[src/rtl/alu_pkg.sv]
// ALU32 opcode encodings and the sequencer state type, shared by the
// sequencer and anything else that talks to ALU32.
package alu_pkg;

  localparam logic [2:0] OP_ADD = 3'b000;
  localparam logic [2:0] OP_SUB = 3'b001;
  localparam logic [2:0] OP_MOD = 3'b010;
  localparam logic [2:0] OP_XOR = 3'b011;
  localparam logic [2:0] OP_AND = 3'b100;
  localparam logic [2:0] OP_OR  = 3'b101;
  localparam logic [2:0] OP_SLT = 3'b110;
  localparam logic [2:0] OP_NOR = 3'b111;

  typedef enum logic [2:0] {
    IDLE,
    EXEC,
    MOD_START,
    MOD_WAIT,
    RESP
  } seq_state_t;

endpackage

[src/rtl/op_latency_counter.sv]
// Down-counter timing the mod unit latency; load has priority over decrement
// and the count parks at zero.
module op_latency_counter #(
  parameter int CNT_W = 6
) (
  input  logic             clk,
  input  logic             reset,
  input  logic             load,
  input  logic             dec,
  input  logic [CNT_W-1:0] load_value,
  output logic             zero
);

  logic [CNT_W-1:0] count;

  always_ff @(posedge clk) begin
    if (reset) begin
      count <= '0;
    end else if (load) begin
      count <= load_value;
    end else if (dec && (count != '0)) begin
      count <= count - 1'b1;
    end
  end

  assign zero = (count == '0);

endmodule

[src/rtl/alu_op_sequencer.sv]
// Runs one ALU32 operation at a time: drives operands, restarts the mod unit
// when needed, waits out its latency and returns the captured result.
//
//   state     | meaning
//   ----------+--------------------------------------------------------------
//   IDLE      | ready for a request; operands registered on acceptance
//   EXEC      | single-cycle op settling; result captured on exit
//   MOD_START | alu_reset pulse, latency counter loaded
//   MOD_WAIT  | counting down mod latency; result captured at terminal count
//   RESP      | response presented until rsp_ready
module alu_op_sequencer
  import alu_pkg::*;
#(
  parameter int WIDTH       = 32,
  parameter int MOD_LATENCY = 34,
  parameter int CNT_W       = 6
) (
  input  logic             clk,
  input  logic             reset,
  input  logic             req_valid,
  output logic             req_ready,
  input  logic [WIDTH-1:0] req_a,
  input  logic [WIDTH-1:0] req_b,
  input  logic [2:0]       req_op,
  output logic             rsp_valid,
  input  logic             rsp_ready,
  output logic [WIDTH-1:0] rsp_result,
  output logic             rsp_err,
  output logic [WIDTH-1:0] alu_a,
  output logic [WIDTH-1:0] alu_b,
  output logic [2:0]       alu_op,
  output logic             alu_reset,
  input  logic [WIDTH-1:0] alu_result
);

  localparam logic [CNT_W-1:0] MOD_LOAD = CNT_W'(MOD_LATENCY - 1);

  seq_state_t state, state_next;
  logic       accept;
  logic       capture;
  logic       cnt_load;
  logic       cnt_dec;
  logic       cnt_zero;
  logic       mod_by_zero;

  assign mod_by_zero = (req_op == OP_MOD) && (req_b == '0);

  always_comb begin
    state_next = state;
    accept     = 1'b0;
    capture    = 1'b0;
    cnt_load   = 1'b0;
    cnt_dec    = 1'b0;
    unique case (state)
      IDLE: begin
        if (req_valid) begin
          accept = 1'b1;
          if (req_op != OP_MOD) state_next = EXEC;
          else if (mod_by_zero) state_next = RESP;
          else                  state_next = MOD_START;
        end
      end
      EXEC: begin
        capture    = 1'b1;
        state_next = RESP;
      end
      MOD_START: begin
        cnt_load   = 1'b1;
        state_next = MOD_WAIT;
      end
      MOD_WAIT: begin
        if (cnt_zero) begin
          capture    = 1'b1;
          state_next = RESP;
        end else begin
          cnt_dec = 1'b1;
        end
      end
      RESP: begin
        if (rsp_ready) state_next = IDLE;
      end
      default: state_next = IDLE;
    endcase
  end

  always_ff @(posedge clk) begin
    if (reset) begin
      state      <= IDLE;
      alu_a      <= '0;
      alu_b      <= '0;
      alu_op     <= '0;
      rsp_result <= '0;
      rsp_err    <= 1'b0;
    end else begin
      state <= state_next;
      if (accept) begin
        alu_a      <= req_a;
        alu_b      <= req_b;
        alu_op     <= req_op;
        rsp_result <= '0;
        rsp_err    <= mod_by_zero;
      end else if (capture) begin
        rsp_result <= alu_result;
        rsp_err    <= 1'b0;
      end
    end
  end

  // Ready is masked while reset is held so every output reads 0 in reset.
  assign req_ready = (state == IDLE) && !reset;
  assign rsp_valid = (state == RESP);
  assign alu_reset = (state == MOD_START);

  op_latency_counter #(
    .CNT_W(CNT_W)
  ) u_latency (
    .clk       (clk),
    .reset     (reset),
    .load      (cnt_load),
    .dec       (cnt_dec),
    .load_value(MOD_LOAD),
    .zero      (cnt_zero)
  );

endmodule
[config.mk]
export PLATFORM = sky130hd
export DESIGN_NAME = alu_op_sequencer
export DESIGN_NICKNAME = d
export VERILOG_FILES = /design/src/rtl/alu_pkg.sv /design/src/rtl/op_latency_counter.sv /design/src/rtl/alu_op_sequencer.sv
export SDC_FILE = /design/constraint.sdc
export NUM_CORES = 1
export LEC_CHECK = 0
export BUFFER_PORTS_ARGS = -buffer_cell sky130_fd_sc_hd__buf_2
export CAP_MARGIN = 25
export CORE_MARGIN = 2
export CORE_UTILIZATION = 45
export CTS_CLUSTER_SIZE = 14
export DETAILED_ROUTE_END_ITERATION = 12
export PLACE_DENSITY = 0.84
export SLEW_MARGIN = 20
export SYNTH_ARGS = -nofsm -noshare
export SYNTH_HDL_FRONTEND = slang
export SYNTH_SLANG_ARGS = --single-unit
[constraint.sdc]
create_clock -name clk -period 2.5 [get_ports clk]
set_clock_uncertainty 0.05 [all_clocks]
set_input_delay 0 -clock clk [delete_from_list [all_inputs] [get_ports clk]]
set_output_delay 0 -clock clk [all_outputs]
set_load 0.02 [all_outputs]
**Yosys cells after proc, flatten, opt, wreduce, memory -nomap -nowiden**

Index checks and enable logic that the tools add are counted.

- $add $sub $neg: 1
- Equality and inequality tests: 9
- Muxes and demuxes: 17
- Reductions and logical operators: 13

Operators by type and width:

| cell | number |
|---|---|
| logical NOT 32 bit | 1 |
| two-way mux 3 bit | 5 |
| one-hot mux 3 bit (5 select lines) | 1 |
| two-way mux 6 bit | 2 |
| == test 3 x 2 -> 1 bit, second input constant | 3 |
| two-way mux 1 bit | 8 |
| logical NOT 6 bit | 1 |
| nonzero test 6 bit | 1 |
| subtractor 6 x 1 -> 6 bit, second input constant | 1 |
| != test 2 bit, second input constant | 2 |
| nonzero test 2 bit | 2 |
| OR reduction 2 bit | 2 |
| == test 3 x 1 -> 1 bit, second input constant | 1 |
| == test 3 bit, second input constant | 1 |
| logical AND 1 bit | 3 |
| logical NOT 3 bit | 1 |
| != test 3 x 2 -> 1 bit, second input constant | 1 |
| AND reduction 3 bit | 1 |
| != test 2 x 1 -> 1 bit, second input constant | 1 |
| one-hot mux 1 bit (2 select lines) | 1 |
| logical NOT 1 bit | 1 |

- Register bits: 109
- Bits of input ports: 103
- Output and inout bits: 103
- Word-level logic and storage cells: 48

**Longest topological paths before layout**

Gate-level depths: netlist of run 1.

- Word-level depth: 6
- Gate-level depth with buffers: 9
- Mapped depth without buffers: 7

**Hierarchy**

A second synthesis of run 1 with hierarchy kept.

- Cell total of the unflattened synthesis: 523
- Area total of the unflattened synthesis: 4162.7 sq um

By module, submodules not included:

| module | instances | cells each | area an instance (sq um) | sequential area each (sq um) |
|---|---|---|---|---|
| alu_op_sequencer | 1 | 481 | 3791.1 | 2062.0 |
| op_latency_counter | 1 | 42 | 371.6 | 120.1 |

**Worst setup path after synthesis of run 1**

OpenSTA, ideal clock, no wires.

- Kind: reg2reg
- From: reg u_latency.count[0]
- To: reg rsp_result[10]
- Setup time: 132 ps
- Arrival: 1709 ps
- Data required time: 2318 ps
- Path slack: 609 ps
- Cell stages (with the launch flop): 10
- Buffers on the path: 2
- Clock period less this slack: 1891 ps
- Cell sequence: dfxtp_1 > inv_1 > ha_1 > or3b_1 > o31ai_4 > nand2b_1 > clkbuf_1 > clkbuf_1 > nand2_1 > a21oi_1

- Longest elaborated chain between the ends: 3

RTL lines:

| element | RTL line | text |
|---|---|---|
| start: declaration | op_latency_counter.sv:14 | `logic [CNT_W-1:0] count;` |
| start signal: assignment | op_latency_counter.sv:20 | `count <= load_value;` |
| start signal: assignment | op_latency_counter.sv:22 | `count <= count - 1'b1;` |
| logical NOT 6 bit | op_latency_counter.sv:26 | `assign zero = (count == '0);` |
| two-way mux 1 bit | alu_op_sequencer.sv:72 | `if (cnt_zero) begin` |
| one-hot mux 1 bit (2 select lines) | alu_op_sequencer.sv:54 | `unique case (state)` |
| end signal: assignment | alu_op_sequencer.sv:103 | `rsp_result <= alu_result;` |
| end: declaration | alu_op_sequencer.sv:27 | `output logic [WIDTH-1:0] rsp_result,` |

Every way passes these cells.
A chain may end at the register's enable or synchronous reset.

**Worst setup path after layout of run 1**

- From: reg u_latency.count[0]
- To: reg rsp_result[11]

The elaborated chain is that of the path after synthesis.

==> qor.json, run 1 <==
{
  "vias_per_cell": {"value": 5.21},
  "areaGrowthSynthToFinish": {"value": 57.7, "unit": "%"},
  "worst_setup_end_kind": {"value": "flop"},
  "antennaDiodeCount": {"value": 0},
  "cp-start-kind": {"value": "flop"},
  "cp_max_fo": {"value": 32},
  "avgSynthCellArea": {"value": 7.84, "unit": "um^2"},
  "power_switching": {"value": 1.20, "unit": "mW"},
  "clock_power_share": {"value": 30.1, "unit": "%"},
  "arrival_worst_endpoint": {"value": 2410, "unit": "ps"},
  "grt_antenna_before_repair": {"value": 0},
  "period_minus_slack": {"value": 2170, "unit": "ps"},
  "top_flip_flop_cell_by_instance_count_after_synthesis": {"value": "sky130_fd_sc_hd__dfxtp_1"},
  "drcViolationCount": {"value": 0},
  "die_height": {"value": 98.4, "unit": "um"},
  "synth.cell_area": {"value": 4010, "unit": "um^2"},
  "sw_frac_of_total": {"value": 30.1, "unit": "%"},
  "cp_cell_sequence": {"value": "inv_1, ha_1, or3b_1, o31ai_4, nor2b_2, buf_4, nand2_1, a21oi_1"},
  "global_route.overflow_total": {"value": 0},
  "post_synth_edffs": {"value": 0},
  "sequentialPowerShare": {"value": 48.2, "unit": "%"},
  "chipWidth": {"value": 98.4, "unit": "um"},
  "critPathCapture": {"value": "rsp_result[11]"},
  "clockBufferDepth": {"value": 2},
  "post-layout-total-power": {"value": 3.98, "unit": "mW"},
  "syn_nets": {"value": 616},
  "regToRegEndpoint": {"value": "rsp_result[11]"},
  "yosysTopAreaCell": {"value": "sky130_fd_sc_hd__dfxtp_1"},
  "power_report.internal_total": {"value": 2.78, "unit": "mW"},
  "critical_path.n_buffers_inverters": {"value": 2},
  "cpLargestDelayFamily": {"value": "simple AND/OR/NAND/NOR gates"},
  "io_count": {"value": 206},
  "rsz0062_at_grt": {"value": "no"},
  "cts.sink_count": {"value": 109},
  "regToRegStartpoint": {"value": "u_latency.count[0]"},
  "globalRouteTotalUtil": {"value": 29.2, "unit": "%"},
  "cp_data_required_time": {"value": 2740, "unit": "ps"},
  "fmax": {"value": 460, "unit": "MHz"},
  "synth_sequential_area_ratio": {"value": 54.4, "unit": "%"},
  "core_region_area": {"value": 8680, "unit": "um^2"},
  "synth_top_family_by_area": {"value": "simple AND/OR/NAND/NOR gates"},
  "initial_utilization": {"value": 46.3, "unit": "%"},
  "drv.max_cap_violation_count": {"value": 0},
  "comb_power_share": {"value": 21.7, "unit": "%"},
  "drv_slew": {"value": 0},
  "r2r_slack": {"value": 330, "unit": "ps"},
  "timing_worst_setup_path_type": {"value": "flop to flop"},
  "worst_relative_slew_slack": {"value": 62.9, "unit": "%"},
  "routed-via-count": {"value": 4750},
  "cts.repair_timing.setup_buffer_count": {"value": 0},
  "hpwl": {"value": 7810, "unit": "um"},
  "drive_above_1_share": {"value": 29.0, "unit": "%"},
  "ys_top_cells_by_area": {"value": "sky130_fd_sc_hd__dfxtp_1, sky130_fd_sc_hd__nand2_1, sky130_fd_sc_hd__a21oi_1"},
  "final-setup-viol-count": {"value": 0},
  "finish.net_count": {"value": 903},
  "vdd_ir_drop_max": {"value": 0.000368, "unit": "V"},
  "gp_routability_congestion": {"value": 0.826},
  "post_cts_resize_count": {"value": 0},
  "post_cts_hold_buffer_count": {"value": 100},
  "clockRootBuffer": {"value": "sky130_fd_sc_hd__clkbuf_8"},
  "drt-pass1-iter-count": {"value": 5},
  "cts-buffers-inserted": {"value": 9},
  "clk_pin_slew": {"value": 100, "unit": "ps"},
  "io_buffer_count": {"value": 205},
  "critical-path-max-stage-delay": {"value": 430, "unit": "ps"},
  "synth-xor-area-share": {"value": 0.873, "unit": "%"},
  "grt_start_max_net_pins": {"value": 55},
  "synth-compound-area-share": {"value": 15.3, "unit": "%"},
  "synth_top_cell_area_share": {"value": 54.4, "unit": "%"},
  "min-delay-path-class": {"value": "input port to flop"},
  "run_status": {"value": "completed"},
  "yosysWarnings": {"value": 0},
  "register_bit_total_from_synthesis": {"value": 109},
  "cp_num_cells": {"value": 8},
  "synth_mux_area_share": {"value": 0.281, "unit": "%"},
  "finalHoldViolCount": {"value": 0},
  "postRouteAntennaNets": {"value": 0},
  "crit_slowest_cell": {"value": "sky130_fd_sc_hd__or3b_1"},
  "vias_in_the_first_global_route": {"value": 4799},
  "drtIter0Drc": {"value": 267},
  "p_leak": {"value": 2.86, "unit": "nW"},
  "area_share_of_and_or_nand_nor_cells_after_synthesis": {"value": 24.3, "unit": "%"},
  "synth_async_reset_ratio": {"value": 0, "unit": "%"},
  "wire_length_of_the_first_global_routing_pass": {"value": 22900, "unit": "um"},
  "n_fill_cell": {"value": 555},
  "max_slew.worst_pin.slew": {"value": 557, "unit": "ps"},
  "post-synth-top-count-cell": {"value": "sky130_fd_sc_hd__nand2_1"},
  "synth-adder-area-share": {"value": 0.312, "unit": "%"},
  "final.period_utilization": {"value": 86.9, "unit": "%"},
  "synth_cell_types": {"value": 32},
  "tritoncts": {"value": "done"},
  "critical_path.startpoint": {"value": "u_latency.count[0]"},
  "htreeDepth": {"value": 3},
  "core.rowCount": {"value": 34},
  "synth.cells.most_frequent": {"value": "sky130_fd_sc_hd__nand2_1, sky130_fd_sc_hd__dfxtp_1, sky130_fd_sc_hd__a21oi_1"},
  "die-area": {"value": 9690, "unit": "um^2"},
  "clk_latency": {"value": 360, "unit": "ps"},
  "syn-instance-count": {"value": 512},
  "reg2reg_depth": {"value": 8},
  "powerDensity": {"value": 629, "unit": "nW/um^2"},
  "postRouteWirelength": {"value": 14200, "unit": "um"},
  "fin_setup_tns": {"value": 0, "unit": "ps"},
  "wl_per_cell": {"value": 15.6, "unit": "um"}
}
-- cells in the final DEF (no fill, tap or decap), types with 2 or more instances in the layout --
master / instances
sky130_fd_sc_hd__dlygate4sd3_1: 100
sky130_fd_sc_hd__xor2_1: 3
sky130_fd_sc_hd__inv_6: 2
sky130_fd_sc_hd__clkbuf_8: 9
sky130_fd_sc_hd__nor4_1: 9
sky130_fd_sc_hd__a21oi_1: 102
sky130_fd_sc_hd__buf_12: 3
sky130_fd_sc_hd__nand4_1: 2
sky130_fd_sc_hd__nand2_1: 202
sky130_fd_sc_hd__nor2_1: 15
sky130_fd_sc_hd__inv_1: 5
sky130_fd_sc_hd__nor3_1: 6
sky130_fd_sc_hd__bufinv_16: 2
sky130_fd_sc_hd__buf_4: 3
sky130_fd_sc_hd__buf_2: 205
sky130_fd_sc_hd__nand2b_1: 4
sky130_fd_sc_hd__dfxtp_1: 109
sky130_fd_sc_hd__a211oi_1: 2
-- routing by layer --
layer | vias up | track usage (%) | wire, um
met5 | - | 0 | 0
met1 | 2179 | 32.0 | 5240
met2 | 275 | 52.7 | 7260
li1 | 2252 | - | -
met4 | 0 | 13.2 | 459
met3 | 44 | 7.73 | 1270
-- final cells by class --
| type | instances | area, um^2 | share of cell area [%] |
|---|---|---|---|
| repair buffers | 311 | 2110 | 33.3 |
| clock buffers | 9 | 124 | 1.96 |
| well taps | 108 | 135 | 2.13 |
| clock inverters | 7 | 105 | 1.66 |
| multi-input cells | 363 | 1660 | 26.2 |
| flip-flops and latches | 109 | 2180 | 34.5 |
| inverters | 5 | 18.8 | 0.297 |
-- flip-flops by register name, indices dropped and copies added, names as in the netlist --
name,count
alu_a,32
alu_b,32
alu_op,3
rsp_err,1
rsp_result,32
state,3
u_latency.count,6
-- how the worst min path moves through the flow --
stage	startpoint	to	depth (start not counted)
after floorplan	reset	state[2]	1
after global placement	req_a[21]	alu_a[21]	3
after detailed placement	alu_result[24]	rsp_result[24]	3
after CTS	rsp_ready	state[2]	4
after global routing	rsp_ready	state[2]	4
final	rsp_ready	state[2]	4
-- worst min-delay path: stages --
cell	delay, ps
sky130_fd_sc_hd__buf_2	80
sky130_fd_sc_hd__o22ai_1	80
sky130_fd_sc_hd__a41oi_1	160
sky130_fd_sc_hd__a2111oi_0	70
-- kinds of logic after synthesis --
| group | count (synthesis) |
|---|---|
| AND/OR/NAND/NOR | 244 |
| AO/OA/AOI/OAI | 113 |
| flip-flops | 109 |
| buffers and inverters | 40 |
| XOR/XNOR | 4 |
| multiplexers | 1 |
| adder cells (fa/ha/maj) | 1 |
-- power by group through the flow --
| stage | clock [mW] | sequential (mW) | combinational (mW) |
|---|---|---|---|
| CTS | 1.23 | 1.91 | 0.835 |
| detailed placement | 0 | 1.95 | 0.715 |
| floorplan | 0 | 2.08 | 0.313 |
| finish | 1.20 | 1.92 | 0.865 |
| global placement | 0 | 1.95 | 0.697 |
| global route | 1.30 | 1.93 | 0.934 |
-- metrics by stage --
stage | hold slack [ps] | cells | setup WS (ps) | util (%) | cell area (um^2)
2_1_floorplan | 39.7 | 512 | 609 | - | 4010
3_3_place_gp | 190 | 796 | 501 | 58.8 | 5100
3_5_place_dp | 196 | 796 | 392 | 58.8 | 5100
4_1_cts | 7.02 | 912 | 358 | 72.9 | 6330
5_1_grt | 22.7 | 912 | 162 | 72.9 | 6330
6_report | 26.9 | 912 | 328 | 72.9 | 6330
No activity file was read; power rests on OpenSTA's default activity.
==> run 2, diff against run 1 <==
--- a/config.mk
+++ b/config.mk
@@ -5,13 +5,15 @@
 export SDC_FILE = /design/constraint.sdc
 export NUM_CORES = 1
 export LEC_CHECK = 0
+export ABC_AREA = 1
 export BUFFER_PORTS_ARGS = -buffer_cell sky130_fd_sc_hd__buf_2
 export CAP_MARGIN = 25
 export CORE_MARGIN = 2
 export CORE_UTILIZATION = 45
 export CTS_CLUSTER_SIZE = 14
 export DETAILED_ROUTE_END_ITERATION = 12
-export PLACE_DENSITY = 0.84
+export PLACE_DENSITY = 0.83
+export RECOVER_POWER = 25
 export SLEW_MARGIN = 20
 export SYNTH_ARGS = -nofsm -noshare
 export SYNTH_HDL_FRONTEND = slang
==> run 2 against run 1 <==
Against the previous run: fmax is 5.9% higher; register-to-register slack improved by 120 ps; global-route usage fell by 4.3 points; sequential share of layout area shrank 0.85 points; non-clock buffer count decreased by 1; critical endpoint is now rsp_result[1].
==> qor.json, run 2 <==
{
  "sequentialPowerShare": {"value": 46.4, "unit": "%", "change": "-1.8 points"},
  "core.rowCount": {"value": 36, "change": "+5.9%"},
  "globalRouteTotalUtil": {"value": 24.9, "unit": "%", "change": "-4.3 points"},
  "die_height": {"value": 103, "unit": "um", "change": "+4.4%"},
  "min-delay-path-class": {"value": "input port to flop"},
  "final_common_cell": {"value": "sky130_fd_sc_hd__buf_2"},
  "synth_cell_types": {"value": 31, "change": "-3.1%"},
  "yosysWarnings": {"value": 0, "change": "unchanged"},
  "cp_max_fo": {"value": 64, "change": "+100%"},
  "fmax": {"value": 488, "unit": "MHz", "change": "+5.9%"},
  "drv.max_cap_violation_count": {"value": 0, "change": "unchanged"},
  "arrival_worst_endpoint": {"value": 2240, "unit": "ps", "change": "-170 ps"},
  "sw_frac_of_total": {"value": 34.8, "unit": "%", "change": "+4.7 points"},
  "synth-compound-area-share": {"value": 15.7, "unit": "%", "change": "+0.35 points"},
  "vias_in_the_first_global_route": {"value": 4506, "change": "-6.1%"},
  "powerDensity": {"value": 676, "unit": "nW/um^2", "change": "+7.4%"},
  "power_report.internal_total": {"value": 2.86, "unit": "mW", "change": "+2.8%"},
  "clockRootBuffer": {"value": "sky130_fd_sc_hd__clkbuf_8"},
  "wl_per_cell": {"value": 14.3, "unit": "um", "change": "-8.1%"},
  "run_status": {"value": "completed"},
  "die-area": {"value": 10600, "unit": "um^2", "change": "+8.9%"},
  "finalHoldViolCount": {"value": 0, "change": "unchanged"},
  "cts.sink_count": {"value": 109, "change": "unchanged"},
  "period_minus_slack": {"value": 2050, "unit": "ps", "change": "-122 ps"},
  "io_count": {"value": 206, "change": "unchanged"},
  "p_leak": {"value": 2.88, "unit": "nW", "change": "+0.59%"},
  "synth-xor-area-share": {"value": 0, "unit": "%", "change": "-0.87 points"},
  "synth_mux_area_share": {"value": 0, "unit": "%", "change": "-0.28 points"},
  "drt-pass1-iter-count": {"value": 4, "change": "-1"},
  "clk_latency": {"value": 350, "unit": "ps", "change": "about the same"},
  "synth_sequential_area_ratio": {"value": 49.7, "unit": "%", "change": "-4.6 points"},
  "areaGrowthSynthToFinish": {"value": 47.9, "unit": "%"},
  "rsz0062_at_grt": {"value": "no"},
  "synth_async_reset_ratio": {"value": 0, "unit": "%", "change": "unchanged"},
  "synth_top_cell_area_share": {"value": 49.7, "unit": "%", "change": "-4.6 points"},
  "max_slew.worst_pin.slew": {"value": 829, "unit": "ps", "change": "+272 ps"},
  "drtIter0Drc": {"value": 169, "change": "-37%"},
  "worst_setup_end_kind": {"value": "flop"},
  "timing_worst_setup_path_type": {"value": "flop to flop"},
  "synth.cells.most_frequent": {"value": "sky130_fd_sc_hd__nand2_1, sky130_fd_sc_hd__dfxtp_1, sky130_fd_sc_hd__nor2_1"},
  "grt_antenna_before_repair": {"value": 0, "change": "unchanged"},
  "initial_utilization": {"value": 45.5, "unit": "%", "change": "-0.73 points"},
  "syn_nets": {"value": 648, "change": "+5.2%"},
  "vdd_ir_drop_max": {"value": 0.000348, "unit": "V", "change": "-5.4%"},
  "top_flip_flop_cell_by_instance_count_after_synthesis": {"value": "sky130_fd_sc_hd__dfxtp_1"},
  "vias_per_cell": {"value": 4.79, "change": "-8.0%"},
  "utilization": {"value": 67.3, "unit": "%", "change": "-5.6 points"},
  "final-setup-viol-count": {"value": 0, "change": "unchanged"},
  "post_cts_resize_count": {"value": 0, "change": "unchanged"},
  "finish.net_count": {"value": 939, "change": "+4.0%"},
  "fin_setup_tns": {"value": 0, "unit": "ps", "change": "unchanged"},
  "core_region_area": {"value": 9640, "unit": "um^2", "change": "+11%"},
  "r2r_slack": {"value": 450, "unit": "ps", "change": "+120 ps"},
  "worst_relative_slew_slack": {"value": 44.7, "unit": "%", "change": "-18 points"},
  "postRouteAntennaNets": {"value": 0, "change": "unchanged"},
  "clk_pin_slew": {"value": 100, "unit": "ps", "change": "about the same"},
  "drive_above_1_share": {"value": 28.6, "unit": "%", "change": "-0.41 points"},
  "global_route.overflow_total": {"value": 0, "change": "unchanged"},
  "cts-buffers-inserted": {"value": 9, "change": "unchanged"},
  "yosysTopAreaCell": {"value": "sky130_fd_sc_hd__dfxtp_1"},
  "comb_power_share": {"value": 28.6, "unit": "%", "change": "+6.9 points"},
  "tritoncts": {"value": "done"},
  "ys_top_cells_by_area": {"value": "sky130_fd_sc_hd__dfxtp_1, sky130_fd_sc_hd__nand2_1, sky130_fd_sc_hd__nor2_1"},
  "postRouteWirelength": {"value": 13900, "unit": "um", "change": "-2.0%"},
  "clock_power_share": {"value": 25.0, "unit": "%", "change": "-5.1 points"},
  "antennaDiodeCount": {"value": 0, "change": "unchanged"},
  "gp_routability_congestion": {"value": 0.814, "change": "-1.5%"},
  "drcViolationCount": {"value": 0, "change": "unchanged"},
  "routed-via-count": {"value": 4660, "change": "-1.9%"},
  "chipWidth": {"value": 103, "unit": "um", "change": "+4.4%"},
  "cp_data_required_time": {"value": 2690, "unit": "ps", "change": "-50 ps"},
  "synth_top_family_by_area": {"value": "simple AND/OR/NAND/NOR gates"},
  "avgSynthCellArea": {"value": 8.07, "unit": "um^2", "change": "+2.9%"},
  "clockBufferDepth": {"value": 2, "change": "unchanged"},
  "drv_slew": {"value": 0, "change": "unchanged"},
  "wire_length_of_the_first_global_routing_pass": {"value": 20600, "unit": "um", "change": "-9.9%"},
  "post-synth-top-count-cell": {"value": "sky130_fd_sc_hd__nand2_1"},
  "htreeDepth": {"value": 3, "change": "unchanged"},
  "synth.cell_area": {"value": 4390, "unit": "um^2", "change": "+9.3%"},
  "cp-start-kind": {"value": "flop"},
  "register_bit_total_from_synthesis": {"value": 109, "change": "unchanged"},
  "post_synth_edffs": {"value": 0, "change": "unchanged"},
  "synth-adder-area-share": {"value": 0.285, "unit": "%", "change": "-0.027 points"},
  "reg.largest.list": {"value": "alu_a x32, alu_b x32, rsp_result x32"},
  "hpwl": {"value": 8020, "unit": "um", "change": "+2.8%"},
  "syn-instance-count": {"value": 544, "change": "+6.3%"},
  "io_buffer_count": {"value": 205, "change": "unchanged"},
  "grt_start_max_net_pins": {"value": 69, "change": "+25%"},
  "final.period_utilization": {"value": 82.0, "unit": "%", "change": "-4.9 points"},
  "area_share_of_and_or_nand_nor_cells_after_synthesis": {"value": 25.5, "unit": "%", "change": "+1.3 points"},
  "power_switching": {"value": 1.53, "unit": "mW", "change": "+27%"},
  "commonest_non_fill_non_tap_cells_in_the_layout": {"value": "sky130_fd_sc_hd__buf_2, sky130_fd_sc_hd__nand2_1, sky130_fd_sc_hd__dfxtp_1"}
}
-- run 2: path summary, 6_finish.rpt --
kind                                      from              to  depth (start not counted)
worst max-delay path                  state[0]   rsp_result[1]                          8
worst min-delay path            alu_result[26]  rsp_result[26]                          4
worst max register to register        state[0]   rsp_result[1]                          8
worst min register to register       alu_b[26]       alu_b[26]                          2
-- run 2: layout make-up --
class | count | area [um^2]
sequential | 109 | 2180
clock inverter | 6 | 70.1
inverter | 26 | 109
timing repair buffer | 310 | 2000
clock buffer | 10 | 138
fill | 748 | 3150
multi-input combinational | 379 | 1820
tap | 133 | 166
-- run 2: timing repair --
item                      CTS  global route
hold buffers              102             0
hold endpoints to repair  104             0
buffers inserted            0             0
-- run 2: routing by layer --
layer / wire, um / track usage, % / up-vias
met5: 0 / 0 / -
met4: 425 / 11.6 / 0
met3: 1210 / 6.71 / 40
met2: 6710 / 44.4 / 201
met1: 5600 / 27.4 / 2109
li1: - / - / 2310
-- run 2: power groups by stage --
stage | Sequential [mW] | Combinational, mW | Clock, mW
CTS | 2.02 | 1.26 | 1.15
finish | 2.03 | 1.26 | 1.10
global route | 2.05 | 1.36 | 1.21
detailed placement | 2.06 | 1.13 | 0
floorplan | 2.27 | 0.650 | 0
global placement | 2.06 | 1.12 | 0
-- run 2: logic make-up after synthesis --
family	count (synthesis)
simple gates	259
compound gates	119
flops	109
buf+inv	56
fa+ha+maj	1
-- run 2: worst max-delay path, cell delays in order, from the launching register on --
cell	delay [ps]
sky130_fd_sc_hd__dfxtp_1	370
sky130_fd_sc_hd__nor2_2	170
sky130_fd_sc_hd__nand2_4	100
sky130_fd_sc_hd__nor2_8	430
sky130_fd_sc_hd__inv_6	300
sky130_fd_sc_hd__nand2_2	160
sky130_fd_sc_hd__inv_4	130
sky130_fd_sc_hd__o21ai_0	140
sky130_fd_sc_hd__nor2_1	70
-- run 2: metrics by stage --
step	power, mW	setup slack [ps]	cell area (um^2)	hold WS, ps	cells
after global placement	3.17	544	5330	171	855
after global routing	4.63	268	6490	354	973
after CTS	4.43	466	6560	316	973
after detailed placement	3.19	521	5330	179	855
after floorplan	2.92	1000	4390	78.2	544
final	4.39	450	6490	358	973
==> run 3, diff against run 2 <==
--- a/config.mk
+++ b/config.mk
@@ -9,10 +9,10 @@
 export BUFFER_PORTS_ARGS = -buffer_cell sky130_fd_sc_hd__buf_2
 export CAP_MARGIN = 25
 export CORE_MARGIN = 2
-export CORE_UTILIZATION = 45
+export CORE_UTILIZATION = 42
 export CTS_CLUSTER_SIZE = 14
 export DETAILED_ROUTE_END_ITERATION = 12
-export PLACE_DENSITY = 0.83
+export PLACE_DENSITY = 0.81
 export RECOVER_POWER = 25
 export SLEW_MARGIN = 20
 export SYNTH_ARGS = -nofsm -noshare
==> constraint.sdc (replaced) <==
create_clock -name clk -period 1.69 [get_ports clk]
set_clock_uncertainty 0.05 [all_clocks]
set_input_delay 0 -clock clk [delete_from_list [all_inputs] [get_ports clk]]
set_output_delay 0 -clock clk [all_outputs]
set_load 0.02 [all_outputs]
==> run 3 against run 2 <==
Against the previous run: routed wire length is 1.1% higher; core utilization is 3.1 points lower; power is 45% higher; setup slack worse by 360 ps; critical path depth stayed put; non-clock buffer count is 4 higher; register-to-register slack worse by 360 ps; clock power is 24% higher; sequential power is 48% higher.
==> qor.json, run 3 (synthesis results as in run 2) <==
{
  "grt_start_max_net_pins": {"value": 69, "change": "unchanged"},
  "rsz0062_at_grt": {"value": "no"},
  "cp_max_fo": {"value": 16, "change": "-75%"},
  "worstHoldStart": {"value": "alu_result[28]"},
  "wl_per_cell": {"value": 14.4, "unit": "um", "change": "+0.57%"},
  "postLayoutSetupSlackWorst": {"value": 88.6, "unit": "ps", "change": "-361 ps"},
  "max_slew.worst_pin.slew": {"value": 410, "unit": "ps", "change": "-419 ps"},
  "regToRegStartpoint": {"value": "u_latency.count[0]"},
  "vdd_ir_drop_max": {"value": 0.000492, "unit": "V", "change": "+41%"},
  "io_buffer_count": {"value": 205, "change": "unchanged"},
  "gp_routability_congestion": {"value": 0.794, "change": "-2.4%"},
  "clockRootBuffer": {"value": "sky130_fd_sc_hd__clkbuf_8"},
  "globalRouteTotalUtil": {"value": 24.4, "unit": "%", "change": "-0.44 points"},
  "cp_data_required_time": {"value": 1930, "unit": "ps", "change": "-760 ps"},
  "arrival_worst_endpoint": {"value": 1840, "unit": "ps", "change": "-400 ps"},
  "powerDensity": {"value": 965, "unit": "nW/um^2", "change": "+43%"},
  "min-delay-path-class": {"value": "input port to flop"},
  "core_region_area": {"value": 10200, "unit": "um^2", "change": "+6.1%"},
  "fin_setup_tns": {"value": 0, "unit": "ps", "change": "unchanged"},
  "fmax": {"value": 624, "unit": "MHz", "change": "+28%"},
  "routed-via-count": {"value": 4784, "change": "+2.7%"},
  "hold_path_depth": {"value": 4, "change": "unchanged"},
  "postRouteWirelength": {"value": 14100, "unit": "um", "change": "+1.1%"},
  "cpLargestDelayFamily": {"value": "buffers and inverters"},
  "reg.largest.list": {"value": "alu_a x32, alu_b x32, rsp_result x32"},
  "grt_antenna_before_repair": {"value": 0, "change": "unchanged"},
  "regToRegEndpoint": {"value": "rsp_result[4]"},
  "final.period_utilization": {"value": 94.8, "unit": "%", "change": "+13 points"},
  "run_status": {"value": "completed"},
  "wire_length_of_the_first_global_routing_pass": {"value": 22200, "unit": "um", "change": "+7.8%"},
  "drt-pass1-iter-count": {"value": 5, "change": "+1"},
  "post_place_setup_slack": {"value": 117, "unit": "ps", "change": "-404 ps"},
  "drive_above_1_share": {"value": 28.5, "unit": "%", "change": "-0.068 points"},
  "die-area": {"value": 11300, "unit": "um^2", "change": "+6.9%"},
  "hpwl": {"value": 7900, "unit": "um", "change": "-1.6%"},
  "post-layout-total-power": {"value": 6.34, "unit": "mW", "change": "+45%"},
  "final_common_cell": {"value": "sky130_fd_sc_hd__buf_2"},
  "die_height": {"value": 106, "unit": "um", "change": "+3.4%"},
  "worst_relative_slew_slack": {"value": 72.5, "unit": "%", "change": "+28 points"},
  "io_count": {"value": 206, "change": "unchanged"},
  "critical-path-max-stage-delay": {"value": 340, "unit": "ps", "change": "-90 ps"},
  "drv_slew": {"value": 0, "change": "unchanged"},
  "drcViolationCount": {"value": 0, "change": "unchanged"},
  "clk_latency": {"value": 360, "unit": "ps", "change": "about the same"},
  "reg2reg_depth": {"value": 8, "change": "unchanged"},
  "finish.net_count": {"value": 943, "change": "+0.43%"},
  "vias_per_cell": {"value": 4.89, "change": "+2.1%"},
  "hold_path_end": {"value": "rsp_result[28]"},
  "r2r_slack": {"value": 90, "unit": "ps", "change": "-360 ps"},
  "antennaDiodeCount": {"value": 0, "change": "unchanged"},
  "dpl-instance-area": {"value": 5400, "unit": "um^2", "change": "+1.3%"},
  "p_leak": {"value": 2.91, "unit": "nW", "change": "+1.0%"},
  "crit_slowest_cell": {"value": "sky130_fd_sc_hd__dfxtp_1"},
  "critical-path-top-cell-by-count": {"value": "sky130_fd_sc_hd__buf_12"},
  "worst_setup_end_kind": {"value": "flop"},
  "timing_worst_setup_path_type": {"value": "flop to flop"},
  "post-route-cell-area": {"value": 6570, "unit": "um^2", "change": "+1.2%"},
  "period_minus_slack": {"value": 1600, "unit": "ps", "change": "-449 ps"},
  "postRouteAntennaNets": {"value": 0, "change": "unchanged"},
  "tritoncts": {"value": "done"},
  "final-setup-viol-count": {"value": 0, "change": "unchanged"},
  "global_route.overflow_total": {"value": 0, "change": "unchanged"},
  "drv.max_cap_violation_count": {"value": 0, "change": "unchanged"},
  "vias_in_the_first_global_route": {"value": 4773, "change": "+5.9%"},
  "finalHoldViolCount": {"value": 0, "change": "unchanged"},
  "htreeDepth": {"value": 3, "change": "unchanged"},
  "core.rowCount": {"value": 37, "change": "+2.8%"},
  "critical_path.n_buffers_inverters": {"value": 3, "change": "+1"},
  "cp_cell_sequence": {"value": "inv_1, ha_4, nand4_4, a21oi_4, buf_12, buf_12, o21ai_0, nor2_1"},
  "clk_pin_slew": {"value": 90, "unit": "ps", "change": "about the same"},
  "cp-start-kind": {"value": "flop"},
  "chipWidth": {"value": 106, "unit": "um", "change": "+3.4%"},
  "cts.sink_count": {"value": 109, "change": "unchanged"},
  "clockBufferDepth": {"value": 2, "change": "unchanged"},
  "drtIter0Drc": {"value": 268, "change": "+59%"},
  "initial_utilization": {"value": 42.9, "unit": "%", "change": "-2.6 points"},
  "cts-buffers-inserted": {"value": 9, "change": "unchanged"},
  "commonest_non_fill_non_tap_cells_in_the_layout": {"value": "sky130_fd_sc_hd__buf_2, sky130_fd_sc_hd__nand2_1, sky130_fd_sc_hd__dfxtp_1"},
  "areaGrowthSynthToFinish": {"value": 49.7, "unit": "%"}
}
## run 3: changes by cell type in the layout (fill, tap and decap cells not counted), sizes merged
cell and change:
bufinv -1, clkbuf +3, buf +3, clkinvlp -2, inv -1
## run 3: worst register-to-register path, cell delays in order, from the launching register on
cell                      delay [ps]
sky130_fd_sc_hd__dfxtp_1         340
sky130_fd_sc_hd__inv_1           140
sky130_fd_sc_hd__ha_4            180
sky130_fd_sc_hd__nand4_4         120
sky130_fd_sc_hd__a21oi_4         200
sky130_fd_sc_hd__buf_12          140
sky130_fd_sc_hd__buf_12          140
sky130_fd_sc_hd__o21ai_0          90
sky130_fd_sc_hd__nor2_1          130
## run 3: how the worst max path moves through the flow
stage	startpoint	end	depth (start not counted)
3_3_place_gp	u_latency.count[0]	rsp_result[25]	7
3_5_place_dp	u_latency.count[0]	rsp_result[10]	7
6_report	u_latency.count[0]	rsp_result[4]	8
4_1_cts	u_latency.count[0]	rsp_result[10]	7
2_1_floorplan	state[2]	state[1]	5
5_1_grt	u_latency.count[0]	rsp_result[25]	8
## run 3: final cells by class
| cell class | count | area [um^2] |
|---|---|---|
| fill | 832 | 3660 |
| sequential | 109 | 2180 |
| timing repair buffer | 314 | 2110 |
| multi-input combinational | 379 | 1840 |
| tap | 136 | 170 |
| clock buffer | 12 | 135 |
| inverter | 26 | 114 |
| clock inverter | 2 | 12.5 |
## run 3: metrics by stage
stage	utilization [%]	instances	hold slack [ps]
6_report	64.2	978	361
3_3_place_gp	52.7	860	174
4_1_cts	64.2	976	326
3_5_place_dp	52.7	860	178
5_1_grt	64.2	978	359
2_1_floorplan	-	544	78.2
## run 3: where the power goes
part	internal, mW	switching (mW)	leakage, nW
clock	0.522	0.839	0.0723
sequential	2.84	0.162	0.891
combinational	0.745	1.23	1.94
total	4.11	2.23	2.91
## run 3: timing repair
item | CTS | global route
setup endpoints to repair | 0 | 21
gates resized for setup | 0 | 6
hold buffers | 102 | 0
setup buffers | 0 | 1
endpoints found under the hold margin | 104 | 0
## run 3: routing by layer
layer,share of wire [%],vias to the layer above,global-route usage (%)
met5,0,-,0
met4,3.3,0,11.8
met3,8.5,42,5.46
met2,48,260,42.4
met1,40,2163,28.4
li1,-,2319,-
